**config.mk**
```make
export PLATFORM = sky130hd
export DESIGN_NAME = fetch_ctrl
export DESIGN_NICKNAME = d
export VERILOG_FILES = /design/src/rtl/fetch_pkg.sv /design/src/rtl/fetch_buf.sv /design/src/rtl/fetch_ctrl.sv
export SDC_FILE = /design/constraint.sdc
export NUM_CORES = 1
export LEC_CHECK = 0
export CAP_MARGIN = 20
export CORE_MARGIN = 4
export CORE_UTILIZATION = 51
export CTS_CLUSTER_SIZE = 10
export DETAILED_ROUTE_END_ITERATION = 10
export PLACE_DENSITY = 0.81
export SETUP_SLACK_MARGIN = 0.4
export SYNTH_ARGS = -nofsm -noshare
export SYNTH_HDL_FRONTEND = slang
export SYNTH_SLANG_ARGS = --single-unit
```
**constraint.sdc**
```tcl
create_clock -name clk -period 5 [get_ports clk]
set_input_delay 0.75 -clock clk [delete_from_list [all_inputs] [get_ports clk]]
set_output_delay 0.75 -clock clk [all_outputs]
set_load 0.005 [all_outputs]
```
**src/rtl/fetch_pkg.sv**
```systemverilog
// fetch_pkg: shared types and constants for the fetch stage.
//   fetch_state_e : sequencer state (LOAD = boot loader owns i_mem, RUN = fetching)
//   NOP           : canonical RV32 no-op encoding (addi x0, x0, 0)
//   QDEPTH        : depth of the fetch return queue
package fetch_pkg;

  typedef enum logic {
    LOAD = 1'b0,
    RUN  = 1'b1
  } fetch_state_e;

  localparam logic [31:0] NOP    = 32'h0000_0013;
  localparam int          QDEPTH = 2;

endpackage

```
**src/rtl/fetch_buf.sv**
```systemverilog
// fetch_buf: 2-entry FIFO of {pc, instr} pairs returned from i_mem.
// The head always sits in entry 0 so the outputs come straight from flops.
// Ports:
//   clk, rst            clock, asynchronous active-low reset
//   flush               drop every held entry (takes priority over push)
//   push, push_pc/instr write one entry
//   pop                 consume the head (caller guarantees count != 0)
//   count               number of held entries (0..2)
//   head_valid/pc/instr current head
module fetch_buf
  import fetch_pkg::*;
#(
  parameter int XLEN = 32
) (
  input  logic            clk,
  input  logic            rst,
  input  logic            flush,
  input  logic            push,
  input  logic [XLEN-1:0] push_pc,
  input  logic [31:0]     push_instr,
  input  logic            pop,
  output logic [1:0]      count,
  output logic            head_valid,
  output logic [XLEN-1:0] head_pc,
  output logic [31:0]     head_instr
);

  logic [XLEN-1:0] pc_reg    [QDEPTH];
  logic [31:0]     instr_reg [QDEPTH];
  logic [XLEN-1:0] pc_next   [QDEPTH];
  logic [31:0]     instr_next[QDEPTH];
  logic [1:0]      count_reg;
  logic [1:0]      count_next;
  logic [1:0]      wpos;
  logic            do_push;

  assign do_push = push & ~flush;
  // A simultaneous pop shifts the queue first, so the new word lands one slot lower.
  assign wpos    = count_reg - {1'b0, pop};

  always_comb begin
    for (int i = 0; i < QDEPTH; i++) begin
      pc_next[i]    = pc_reg[i];
      instr_next[i] = instr_reg[i];
    end
    for (int i = 0; i < QDEPTH - 1; i++) begin
      if (pop) begin
        pc_next[i]    = pc_reg[i+1];
        instr_next[i] = instr_reg[i+1];
      end
    end
    for (int i = 0; i < QDEPTH; i++) begin
      if (do_push && wpos == 2'(i)) begin
        pc_next[i]    = push_pc;
        instr_next[i] = push_instr;
      end
    end
  end

  always_comb begin
    count_next = count_reg;
    if (flush) begin
      count_next = 2'd0;
    end else begin
      case ({do_push, pop})
        2'b10:   count_next = count_reg + 2'd1;
        2'b01:   count_next = count_reg - 2'd1;
        default: count_next = count_reg;
      endcase
    end
  end

  for (genvar gi = 0; gi < QDEPTH; gi++) begin : g_entry
    always_ff @(posedge clk or negedge rst) begin
      if (!rst) begin
        pc_reg[gi]    <= '0;
        instr_reg[gi] <= '0;
      end else begin
        pc_reg[gi]    <= pc_next[gi];
        instr_reg[gi] <= instr_next[gi];
      end
    end
  end

  always_ff @(posedge clk or negedge rst) begin
    if (!rst) count_reg <= 2'd0;
    else      count_reg <= count_next;
  end

  assign count      = count_reg;
  assign head_valid = (count_reg != 2'd0);
  assign head_pc    = pc_reg[0];
  assign head_instr = instr_reg[0];

endmodule

```
**src/rtl/fetch_ctrl.sv**
```systemverilog
// fetch_ctrl: instruction-memory sequencer for the fetch stage.
// Owns the PC, issues one-cycle-latency reads to i_mem, buffers returned
// words in fetch_buf, and handles execute redirects. In LOAD the i_mem write
// port belongs to the boot loader; ld_done switches to RUN.
// Ports:
//   clk, rst                       clock, asynchronous active-low reset
//   redirect_valid, redirect_pc    taken branch/jump from execute
//   dec_ready                      decode accepts the presented word
//   if_valid, if_pc, if_instr      queue head towards decode
//   imem_rd_addr / imem_rd_dout    i_mem read port (registered read)
//   imem_wr_addr/_din, imem_we     i_mem write port (loader pass-through)
//   ld_valid, ld_addr, ld_data     loader word
//   ld_ready                       loader accepted (LOAD only)
//   ld_done                        end of program load
module fetch_ctrl
  import fetch_pkg::*;
#(
  parameter int              XLEN      = 32,
  parameter int              ADDR_W    = 10,
  parameter logic [XLEN-1:0] RESET_PC  = '0,
  parameter bit              BOOT_LOAD = 1'b1
) (
  input  logic              clk,
  input  logic              rst,
  input  logic              redirect_valid,
  input  logic [XLEN-1:0]   redirect_pc,
  input  logic              dec_ready,
  output logic              if_valid,
  output logic [XLEN-1:0]   if_pc,
  output logic [31:0]       if_instr,
  output logic [ADDR_W-1:0] imem_rd_addr,
  input  logic [31:0]       imem_rd_dout,
  output logic [ADDR_W-1:0] imem_wr_addr,
  output logic [31:0]       imem_wr_din,
  output logic              imem_we,
  input  logic              ld_valid,
  input  logic [ADDR_W-1:0] ld_addr,
  input  logic [31:0]       ld_data,
  output logic              ld_ready,
  input  logic              ld_done
);

  fetch_state_e    state_reg;
  logic [XLEN-1:0] pc_reg;
  logic            inflight_reg;
  logic [XLEN-1:0] inflight_pc_reg;

  logic            run;
  logic            pop;
  logic            redirect;
  logic            issue;
  logic            push;
  logic [1:0]      count;
  logic [2:0]      occupancy;
  logic [XLEN-1:0] issue_pc;

  assign run      = (state_reg == RUN);
  assign pop      = if_valid & dec_ready;
  assign redirect = run & redirect_valid;

  // Words that will be held once this cycle's push/pop settle; issuing only
  // below 2 guarantees the response always finds a free slot.
  assign occupancy = 3'(count) + 3'(inflight_reg) - 3'(pop);
  assign issue     = run & (redirect | (occupancy < 3'd2));
  // A redirect kills the response arriving this cycle.
  assign push      = run & inflight_reg & ~redirect;

  // Redirect targets are word aligned: low two bits are forced to zero.
  assign issue_pc     = redirect ? (redirect_pc & ~XLEN'(3)) : pc_reg;
  assign imem_rd_addr = issue_pc[ADDR_W+1:2];

  // Write enable is gated by reset so it drops the instant reset asserts.
  assign imem_we      = rst & ~run & ld_valid;
  assign imem_wr_addr = ld_addr;
  assign imem_wr_din  = ld_data;
  assign ld_ready     = ~run;

  always_ff @(posedge clk or negedge rst) begin
    if (!rst) begin
      state_reg       <= BOOT_LOAD ? LOAD : RUN;
      pc_reg          <= RESET_PC;
      inflight_reg    <= 1'b0;
      inflight_pc_reg <= '0;
    end else begin
      case (state_reg)
        LOAD: begin
          if (ld_done) begin
            state_reg <= RUN;
            pc_reg    <= RESET_PC;
          end
        end
        RUN: begin
          inflight_reg <= issue;
          if (issue) begin
            inflight_pc_reg <= issue_pc;
            pc_reg          <= issue_pc + XLEN'(4);
          end
        end
        default: state_reg <= LOAD;
      endcase
    end
  end

  fetch_buf #(
    .XLEN (XLEN)
  ) u_buf (
    .clk        (clk),
    .rst        (rst),
    .flush      (redirect),
    .push       (push),
    .push_pc    (inflight_pc_reg),
    .push_instr (imem_rd_dout),
    .pop        (pop),
    .count      (count),
    .head_valid (if_valid),
    .head_pc    (if_pc),
    .head_instr (if_instr)
  );

endmodule

```
Word level (Yosys, flattened, before mapping)
Cells that the tools add are included.

Bits in registers: 196. Logic and storage cells: 52. Output and inout bits: 119.

Muxes and demuxes: 12. Bitwise logic cells: 11. Equality and inequality tests: 5. Add/subtract/negate cells: 6. Reduce and logical (&&, ||, !) cells: 8. Order comparisons: 1.

Operator list (number): 32-bit two-way mux (7); 32-bit one-hot mux with 2 select lines (1); 32-bit by 3-bit adder with 32-bit output, second input constant (1); 1-bit AND (8); 2-bit by 1-bit == test with 1-bit output, second input constant (2); 2-bit by 1-bit != test with 1-bit output, second input constant (2); 2-bit one-hot mux with 2 select lines (1); 2-bit AND reduction (2); 2-bit nonzero test (2); 2-bit by 1-bit adder with 3-bit output (1); 3-bit by 2-bit less-than comparator with 1-bit output, second input constant (1); 3-bit nonzero test (1); 3-bit by 1-bit subtractor with 3-bit output (1); 2-bit by 1-bit adder with 2-bit output, second input constant (1); 2-bit == test, second input constant (1); 1-bit logical AND (2); 2-bit zero test (1); 1-bit two-way mux (2); 2-bit two-way mux (1); 1-bit inverter (2); 2-bit by 1-bit subtractor with 2-bit output (1); 2-bit by 1-bit subtractor with 2-bit output, second input constant (1); 1-bit bitwise OR (1).

Logic depth before layout (Yosys ltp)
Gate-level depths: netlist of the first run.

Depth in word-level cells: 8. Gate-level depth with buffers: 16. Mapped depth without buffers: 13.

Modules after synthesis
From an unflattened synthesis of the first run, not the netlist that was laid out.

Cells, all modules: 947. Area, all modules: 10879.2 µm².

By module, submodules not included: fetch_buf (area an instance 6473.7 µm², seq. area each 3253.1 µm², instances 1, cells an instance 422); fetch_ctrl (area an instance 4405.5 µm², seq. area each 1651.6 µm², instances 1, cells an instance 525).

Least setup slack after synthesis of the first run
OpenSTA, ideal clock, no wires.

Path kind: input -> register. Start point: input dec_ready. End point: register pc_reg[14]. Data required time: 4.913 ns. Cell stages on the path: 14. Arrival time: 3.670 ns. Setup slack: 1.243 ns. Setup time: 0.087 ns. Path through: nand2_1 buf_2 buf_1 inv_1 ha_1 nand2b_1 fa_1 xor2_1 nor2_1 o31ai_1 clkbuf_1 clkbuf_1 nand2_1 o211ai_1.

Cells in the longest elaborated chain, start to end: 7.

Ends and longest elaborated chain: start, declared (RTL line fetch_ctrl.sv:27) `input logic dec_ready,`; 1-bit AND (RTL line fetch_ctrl.sv:58) `assign pop = if_valid & dec_ready;`; 3-bit by 1-bit subtractor with 3-bit output (RTL line fetch_ctrl.sv:63) `assign occupancy = 3'(count) + 3'(inflight_reg) - 3'(pop);`; 3-bit by 2-bit less-than comparator with 1-bit output (RTL line fetch_ctrl.sv:64) `assign issue = run & (redirect | (occupancy < 3'd2));`; 1-bit bitwise OR (RTL line fetch_ctrl.sv:64); 1-bit AND (RTL line fetch_ctrl.sv:64); 2-bit by 1-bit != test with 1-bit output (no source line); 2-bit AND reduction (no source line); end signal, assigned (RTL line fetch_ctrl.sv:96) `pc_reg <= issue_pc + XLEN'(4);`; end, declared (RTL line fetch_ctrl.sv:44) `logic [XLEN-1:0] pc_reg;`.

Every way passes these cells. A chain may end at the register's enable or synchronous reset.

Worst setup path in the final report of the first run
Start point: input dec_ready. End point: register inflight_pc_reg[17].

Cells in the longest elaborated chain, start to end: 6.

Ends and longest elaborated chain: 1-bit AND (RTL line fetch_ctrl.sv:58); 3-bit by 1-bit subtractor with 3-bit output (RTL line fetch_ctrl.sv:63); 3-bit by 2-bit less-than comparator with 1-bit output (RTL line fetch_ctrl.sv:64); 1-bit bitwise OR (RTL line fetch_ctrl.sv:64); 1-bit AND (RTL line fetch_ctrl.sv:64); 2-bit AND reduction (no source line); end signal, assigned (RTL line fetch_ctrl.sv:95) `inflight_pc_reg <= issue_pc;`; end, declared (RTL line fetch_ctrl.sv:46) `logic [XLEN-1:0] inflight_pc_reg;`.

Every way passes these cells.

==> metrics, run 1 <==
CTS tree=built; PostCTS Resize Cnt=0; worst skew pair latency=430 ps; CP Capture Type=flop; chip width=approximately 150 µm; Final Core Density=roughly three fifths; nets=about 1100; Synth Register Bits=about 200; Power Dens Cells=a little over 600 nW/µm²; final hold violations=0; crit path buf inv count=3; Fin Hold WS=approximately 270 ps; Critical Path AT=approximately 4300 ps; via count=7060; TritonCTS buffer count=17; share of cells above drive strength 1=a little over an eighth; antenna violations before repair=0; DR pass1 iterations=6; CP cell instances=clkdlybuf4s50_1, nand2_4, inv_1, ha_1, nand2b_1, fa_1, xor2_1, nor2_1, nand2_1, nand2_1, buf_12, nor2_1, a21oi_1; Final Skew=roughly 11 ps; Cells after Synth=between 900 and 1000; Area Overhead vs Synth=13.9%; vias per inst=approximately 5.6; # setup viols final=0; Post-Synthesis Cell Area=10200 µm²; Final period util=78.7%; gr ovfl total=0; Clk Tree Root Cell=clkbuf_16; CP Launch Type=input pin; max-cap violations=0; pre-CTS WS=around 740 ps; number of flops mapped to enable cells by yosys=0; setup bufs post-CTS=0; P_leak=5.17 nW; WL/cell=~17 µm; Max VDD drop=about 0.00028 V; Final HPWL DP=between 10000 and 15000 µm; sequential area share after synthesis=48.0%; Crit Path Class=in -> reg; row count=between 50 and 60; cell count after placement=between 1000 and 1500; largest net degree at the start of global routing=roughly 90; min Tclk post-route=3930 ps; RSZ-0062 raised after global routing=no; CTS H-tree depth=4; area share of the leading cell type in the synthesized netlist=a little under half; Total Routing Usage GR=between 20% and 30%; top post-synthesis cells by area=dfrtp_1 48%, mux2i_1 9.5%, buf_4 8.7%, mux2_2 7.6%, o21ai_0 4.8%; post-synth top area cell=dfrtp_1; Critical Path RT=~5300 ps; vias in the first global route=just over 7000; Final ANT Viol Nets=0; Die Area=about 22000 µm²; worst min-delay path class=in -> async; final worst slack=between 1000 and 1500 ps; # IOs=between 200 and 250; ys flop type=dfrtp_1; clk sinks=196; Avg Inst Size Synth=10.4 µm²; crit path max fanout=22; synth unique cells=58; Fill cells=around 1600; fin. max-slew vios=0; DR DRC count=0; total negative slack=0 ps; Die Ht=between 100 and 150 µm; Core ar.=a little under 20000 µm²; Clock Path Buffers=2; Commonest cells post-synth=196 x dfrtp_1, 123 x nand2_1, 119 x buf_4, 99 x o21ai_0, 97 x mux2i_1; first-pass GRT wire length=about 37000 µm; Crit-path slowest cell=nand2_1; FFs w/ async S/R, synth=100%; fin cells=roughly 1300; status=completed; Worst Tran Pin Value=slightly below 1000 ps; Initial Utilization=about 52%; Worst-path clk slew=roughly 70 ps; Synth Net Count=around 1100; Yosys warnings=0; CP max stage delay=600 ps; Iter 0 DRT Violations=about 520; Routed WL=around 22000 µm; max frequency=around 0.25 GHz; GP Congestion=0.901; Port Buf Inserts=144; CP top delay family=simple AND/OR/NAND/NOR gates; Antenna Cells=0; CTS hold repair buffers=0; max_slew headroom=about 36%; most common cell in the netlist=dfrtp_1
[metal layers]
| layer | track usage (%) | vias to the layer above | routed length [µm] |
|---|---|---|---|
| met5 | 0 | - | 0 |
| met4 | 5.17 | 0 | 283 |
| met3 | 4.30 | 28 | 1290 |
| met2 | 32.5 | 224 | 10200 |
| met1 | 28.5 | 3505 | 10300 |
| li1 | - | 3303 | - |
[path summary, 6_finish.rpt]
| kind | to | slack (ps) | cells past startpoint | startpoint |
|---|---|---|---|---|
| min in group clk | pc_reg[0] | 490 | 1 | pc_reg[0] |
| worst min register to register | pc_reg[0] | 490 | 1 | pc_reg[0] |
| worst min-delay path | u_buf.head_instr[0] | 270 | 1 | rst |
| worst max register to register | inflight_pc_reg[17] | 1150 | 14 | u_buf.count[1] |
| worst max-delay path | inflight_pc_reg[17] | 1070 | 13 | dec_ready |
| max in group asynchronous | u_buf.head_instr[13] | 3410 | 2 | rst |
[layout make-up]
cell class | count | area [µm²] | area share (%)
clock buffers | 17 | 425 | 3.65
clock inverters | 15 | 185 | 1.59
inverters | 17 | 63.8 | 0.548
multi-input cells | 598 | 4170 | 35.8
flip-flops and latches | 196 | 4900 | 42.1
well taps | 265 | 332 | 2.85
repair buffers | 158 | 1560 | 13.4
[cell usage in the layout (no fill, tap or decap), drive strengths merged, types with 14 or more instances in the layout]
| master | synthesis | final |
|---|---|---|
| dfrtp | 196 | 196 |
| clkdlybuf4s50 | 0 | 143 |
| nand2 | 123 | 123 |
| o21ai | 103 | 103 |
| mux2i | 97 | 97 |
| mux2 | 69 | 69 |
| nor2 | 40 | 40 |
| inv | 17 | 25 |
| a21oi | 22 | 22 |
| clkbuf | 23 | 18 |
| nand4 | 15 | 15 |
| xnor2 | 14 | 14 |
| buf | 145 | 14 |
[power breakdown]
part           total, mW  internal, mW  switching (mW)
clock               1.41         0.762           0.646
combinational       2.94          1.52            1.42
sequential          2.86          2.36           0.498
[per-stage QoR]
stage	area, µm²	power (mW)
CTS	11600	7.27
global route	11600	7.76
detailed placement	11000	5.83
floorplan	10200	4.97
finish	11600	7.21
global placement	11000	5.68
[cell families after synthesis]
logic type               synth area share [%]
adder cells (fa/ha/maj)                 0.563
flip-flops                               48.0
buffers and inverters                    11.6
XOR/XNOR                                 2.06
multiplexers                             17.1
AND/OR/NAND/NOR                          11.2
AO/OA/AOI/OAI                            9.56
Note: power is estimated with default switching activity, not from simulation.
==> inputs of run 2 (changes only) <==
==> constraint.sdc (replaced) <==
create_clock -name clk -period 3.7 [get_ports clk]
set_input_delay 0.555 -clock clk [delete_from_list [all_inputs] [get_ports clk]]
set_output_delay 0.555 -clock clk [all_outputs]
set_load 0.005 [all_outputs]
==> run 2 against run 1 <==
Compared with the run above:
- critical path depth unchanged
- global-route usage down 0.11 points
- final cell count up 1.1%
- clock power up 31%
- first-iteration DRC count up 19%
- largest power group unchanged
==> metrics, run 2 (synthesis gave the netlist of run 1 again) <==
clock power share=a little under a fifth; commonest non-fill, non-tap cell in the layout=dfrtp_1; Fill cells=roughly 1600; CP top delay family=simple AND/OR/NAND/NOR gates; TritonCTS buffer count=17; Worst Tran Pin Value=between 700 and 800 ps; Final ANT Viol Nets=0; cell mode on critical path=inv_1; Routed WL=around 22000 µm; CP Launch Type=flop; setup bufs post-CTS=0; # setup viols final=0; largest net degree at the start of global routing=146; Final HPWL DP=15300 µm; RSZ-0062 raised after global routing=no; Die Area=22400 µm²; GP Congestion=about 0.87; first-pass GRT wire length=around 36000 µm; chip width=about 150 µm; most frequent cells in the layout=196 x dfrtp_1, 143 x clkdlybuf4s50_1, 122 x nand2_1; worst min-delay path class=in -> async; CTS tree=built; Area Overhead vs Synth=15.3%; Worst-path clk slew=roughly 70 ps; crit path max fanout=9; max_slew headroom=46.9%; P_sw=about 3.5 mW; via count=between 7000 and 8000; vias in the first global route=roughly 7000; Final period util=83.4%; share of cells above drive strength 1=14.5%; Initial Utilization=roughly 52%; DR pass1 iterations=5; nets=1118; Antenna Cells=0; fin. max-slew vios=0; crit path buf inv count=4; final hold violations=0; Core ar.=19600 µm²; Final Cell Area=11800 µm²; Final Core Density=60.2%; Total Routing Usage GR=around a fifth; CTS H-tree depth=4; Cell Area, Placed=~11000 µm²; min Tclk post-route=3090 ps; clk sinks=slightly below 200; Power Dens Cells=about 830 nW/µm²; antenna violations before repair=0; Final Skew=around 10 ps; # IOs=roughly 230; status=completed; vias per inst=approximately 5.6; Max VDD drop=roughly 0.00045 V; Crit-path slowest cell=fa_1; WL/cell=17.5 µm; DR DRC count=0; CP max stage delay=490 ps; Critical Path AT=approximately 3500 ps; max-cap violations=0; total negative slack=0 ps; final worst slack=just over 600 ps; Die Ht=roughly 150 µm; Flop pwr share=approximately 39%; Iter 0 DRT Violations=625; max frequency=~0.32 GHz; worst skew pair latency=roughly 430 ps; row count=51; gr ovfl total=0; switching share of power=35.6%; CP Capture Type=flop; pre-CTS WS=-2.09 ps; Clk Tree Root Cell=clkbuf_16; Crit Path Class=reg -> reg; Comb pwr share=about two fifths; CP cell instances=inv_1, nand2_1, nand2_4, inv_1, ha_1, nand2b_1, fa_1, inv_1, nor2_1, buf_4, nand3_1, nor4_1, a211o_1; P_leak=~5.2 nW; Clock Path Buffers=2; Critical Path RT=approximately 4000 ps; internal cell power=approximately 6.3 mW; Port Buf Inserts=144
==> run 2: cell count changes in the layout (fill, tap and decap cells not counted), sizes merged <==
cell | before | now
inv | 25 | 26
clkbuf | 18 | 19
bufinv | 2 | 1
buf | 14 | 28
clkinvlp | 0 | 1
clkinv | 5 | 3
==> run 2: metrics by stage <==
step / std cells / power (mW) / hold WS, ps
final: 1280 / 9.83 / 84.7
after global routing: 1280 / 10.5 / 102
after CTS: 1280 / 9.90 / 98.1
after detailed placement: 1248 / 8.00 / 471
after global placement: 1248 / 7.80 / 470
after floorplan: 979 / 6.73 / 259
==> run 2: routing by layer <==
layer / part of all wire (%) / global-route usage [%] / wire (µm) / vias to the layer above
li1: - / - / - / 3334
met1: 46 / 28.2 / 10300 / 3496
met2: 46 / 31.8 / 10200 / 251
met3: 7.4 / 5.03 / 1670 / 24
met4: 1.3 / 5.68 / 297 / 0
met5: 0 / 0 / 0 / -
==> run 2: final cells by class <==
cell class | count | area [µm²] | share of cell area (%)
clock buffer | 18 | 439 | 3.73
clock inverter | 14 | 158 | 1.34
inverter | 17 | 63.8 | 0.542
multi-input combinational | 598 | 4170 | 35.4
sequential | 196 | 4900 | 41.6
tap | 265 | 332 | 2.81
timing repair buffer | 172 | 1720 | 14.6
==> run 2: worst reg2reg max path, stage by stage, from the launching register on <==
cell      delay (ps)
dfrtp_1          440
inv_1            120
nand2_1          110
nand2_4           80
inv_1             40
ha_1             280
nand2b_1         160
fa_1             490
inv_1             60
nor2_1           200
buf_4            170
nand3_1          330
nor4_1           410
a211o_1          140
==> run 2: power by group through the flow <==
| stage | sequential [mW] | clock (mW) | combinational, mW |
|---|---|---|---|
| 2_1_floorplan | 3.67 | 0 | 3.06 |
| 3_3_place_gp | 3.84 | 0 | 3.96 |
| 3_5_place_dp | 3.90 | 0 | 4.10 |
| 4_1_cts | 3.87 | 1.90 | 4.13 |
| 5_1_grt | 4.00 | 1.99 | 4.51 |
| 6_report | 3.87 | 1.85 | 4.10 |
==> run 2: final timing paths <==
| check | depth (start not counted) | slack, ps | startpoint | endpoint |
|---|---|---|---|---|
| max in group asynchronous | 2 | 2460 | rst | u_buf.pc_reg[16] |
| worst max register to register | 13 | 610 | u_buf.count[1] | pc_reg[12] |
| min in group clk | 1 | 490 | pc_reg[0] | pc_reg[0] |
| worst max-delay path | 13 | 610 | u_buf.count[1] | pc_reg[12] |
| worst min-delay path | 1 | 80 | rst | inflight_pc_reg[24] |
| worst min register to register | 1 | 490 | pc_reg[0] | pc_reg[0] |
==> run 2: repair_timing <==
action | CTS | global route
setup endpoints to repair | 1 | 0
hold buffers | 0 | 0
resized for setup | 1 | 0
==> inputs of run 3 (changes only) <==
--- a/config.mk
+++ b/config.mk
@@ -7,10 +7,10 @@
 export LEC_CHECK = 0
 export CAP_MARGIN = 20
 export CORE_MARGIN = 4
-export CORE_UTILIZATION = 51
+export CORE_UTILIZATION = 46
 export CTS_CLUSTER_SIZE = 10
 export DETAILED_ROUTE_END_ITERATION = 10
-export PLACE_DENSITY = 0.81
+export PLACE_DENSITY = 0.77
 export SETUP_SLACK_MARGIN = 0.4
 export SYNTH_ARGS = -nofsm -noshare
 export SYNTH_HDL_FRONTEND = slang
==> constraint.sdc (replaced) <==
create_clock -name clk -period 2.5 [get_ports clk]
set_input_delay 0.375 -clock clk [delete_from_list [all_inputs] [get_ports clk]]
set_output_delay 0.375 -clock clk [all_outputs]
set_load 0.005 [all_outputs]
==> run 3 against run 2 <==
Compared with the run above:
- the flow now finishes with violations (negative setup slack)
- count of clock-buffer cells in the layout is 1 lower
- sequential share of layout area is 11 points lower
- register-to-register slack worse by 780 ps
- fmax is 16% higher
- largest power group unchanged
- first-iteration DRC count is 30% higher
==> metrics, run 3 (synthesis gave the netlist of run 1 again) <==
status=finished with violations; violated checks=negative setup slack; fin cells=between 1500 and 2000; cell count after placement=approximately 1300; Critical Path AT=roughly 3000 ps; M3 GR Usage=under 10%; Final period util=107%; global route hottest layer=met2; Port Buf Inserts=about 140; # IOs=around 230; met2 Use GR=a little over two fifths; reg2reg start=u_buf.count[1]; Clk Tree Root Cell=clkbuf_16; nets=about 1300; Fill cells=approximately 1300; RSZ-0062 raised after global routing=yes; max-cap violations=0; min Tclk post-route=roughly 2700 ps; commonest non-fill, non-tap cell in the layout=dfrtp_1; Iter 0 DRT Violations=between 800 and 900; GP Congestion=0.887; max frequency=about 0.38 GHz; Initial Utilization=46.8%; Worst-path clk slew=~80 ps; GR Layer Usage met1=approximately 34%; vias per inst=just under 6; Worst R2R Path Depth=14; worst skew pair latency=440 ps; crit path max fanout=8; Total Routing Usage GR=between 20% and 30%; via count=around 9000; clk sinks=196; Critical Path RT=about 2800 ps; Core ar.=between 20000 and 25000 µm²; Clock Path Buffers=2; DR pass1 iterations=5; Area Overhead vs Synth=54.9%; Max VDD drop=around 0.00070 V; Final ANT Viol Nets=0; row count=54; Routed WL=between 30000 and 40000 µm; Final HPWL DP=between 15000 and 20000 µm; CTS H-tree depth=4; fin. max-slew vios=0; max_slew headroom=44.5%; CP Launch Type=flop; # setup viols final=54; vias in the first global route=just under 9000; Critical Path Source=u_buf.count[1]; pre-CTS WS=-571 ps; final worst slack=-165 ps; Final Skew=around 14 ps; Worst Tran Pin Value=roughly 830 ps; largest net degree at the start of global routing=134; WL/cell=about 23 µm; CTS hold repair buffers=0; worst min-delay path class=in -> async; CP Capture Type=flop; chip width=between 150 and 200 µm; Die Area=around 25000 µm²; Antenna Cells=0; Die Ht=157 µm; final hold violations=0; DR DRC count=0; gr ovfl total=0; TritonCTS buffer count=17; antenna violations before repair=1; Power Dens Cells=about 1400 nW/µm²; most frequent cells in the layout=195 x dfrtp_1, 129 x clkdlybuf4s50_1, 122 x buf_4; share of cells above drive strength 1=46.1%; first-pass GRT wire length=49400 µm; P_leak=approximately 7.4 nW; Crit Path Class=reg -> reg; CTS tree=built
run 3: cell count changes in the layout (fill, tap and decap cells not counted), moves of 40 or more:
cell,before,now
o21ai_2,0,49
nand2_4,1,41
nand2_1,122,54
buf_4,23,122
mux2_2,69,2
mux2_4,0,67
buf_6,0,62
o21ai_0,99,14
run 3: final cells by class:
type                            count  area, µm²  area share, %
Multi-Input combinational cell    598       5450           34.4
Sequential cell                   196       4910           31.0
Timing Repair Buffer              389       4470           28.2
Clock buffer                       17        425           2.69
Tap cell                          280        350           2.21
Clock inverter                     15        163           1.03
Inverter                           17       72.6          0.458
run 3: final timing paths:
path	endpoint	slack, ps
max	pc_reg[8]	-170
max in group asynchronous	u_buf.count[1]	1750
min reg2reg	pc_reg[1]	490
min	u_buf.head_instr[30]	50
max reg2reg	pc_reg[8]	-170
min in group clk	pc_reg[1]	490
run 3: worst max-delay path: stages, from the launching register on:
cell      delay [ps]
dfrtp_2          420
inv_2             80
nand2_4           60
nand2_4           70
inv_4             40
ha_4             200
nand2b_4         130
fa_2             520
inv_2             60
nor2_4           200
o31ai_4          110
buf_12           150
buf_4            150
buf_8            140
a22o_1           220
run 3: timing repair:
action / 4_1_cts / 5_1_grt
pin swaps: 59 / 53
endpoints found under the setup margin: 203 / 201
resized for setup: 353 / 215
buffers inserted: 82 / 19
gates cloned: 32 / 2
run 3: layer usage:
metal	routed length, µm	up-vias	share of wire, %
li1	-	3813	-
met1	13800	4453	40
met2	17200	475	50
met3	2590	100	7.5
met4	1040	2	3.0
met5	13	-	0.037
run 3: power by group:
group | total [mW] | switching, mW | internal, mW
combinational | 12.6 | 5.28 | 7.34
clock | 2.79 | 1.37 | 1.42
sequential | 6.11 | 1.39 | 4.72
run 3: stage by stage:
stage          hold slack [ps]  cell area [µm²]  total power, mW  TNS [ps]  util [%]
6_report                  50.8            15800             21.5     -4110      72.6
5_1_grt                    127            15800             22.5     -8690      72.6
4_1_cts                    112            14900             19.4      -772      68.1
3_5_place_dp               473            12000             12.6    -54070      54.8
3_3_place_gp               470            12000             12.2    -43290      54.8
2_1_floorplan             79.4            10500             10.4    -30130         -
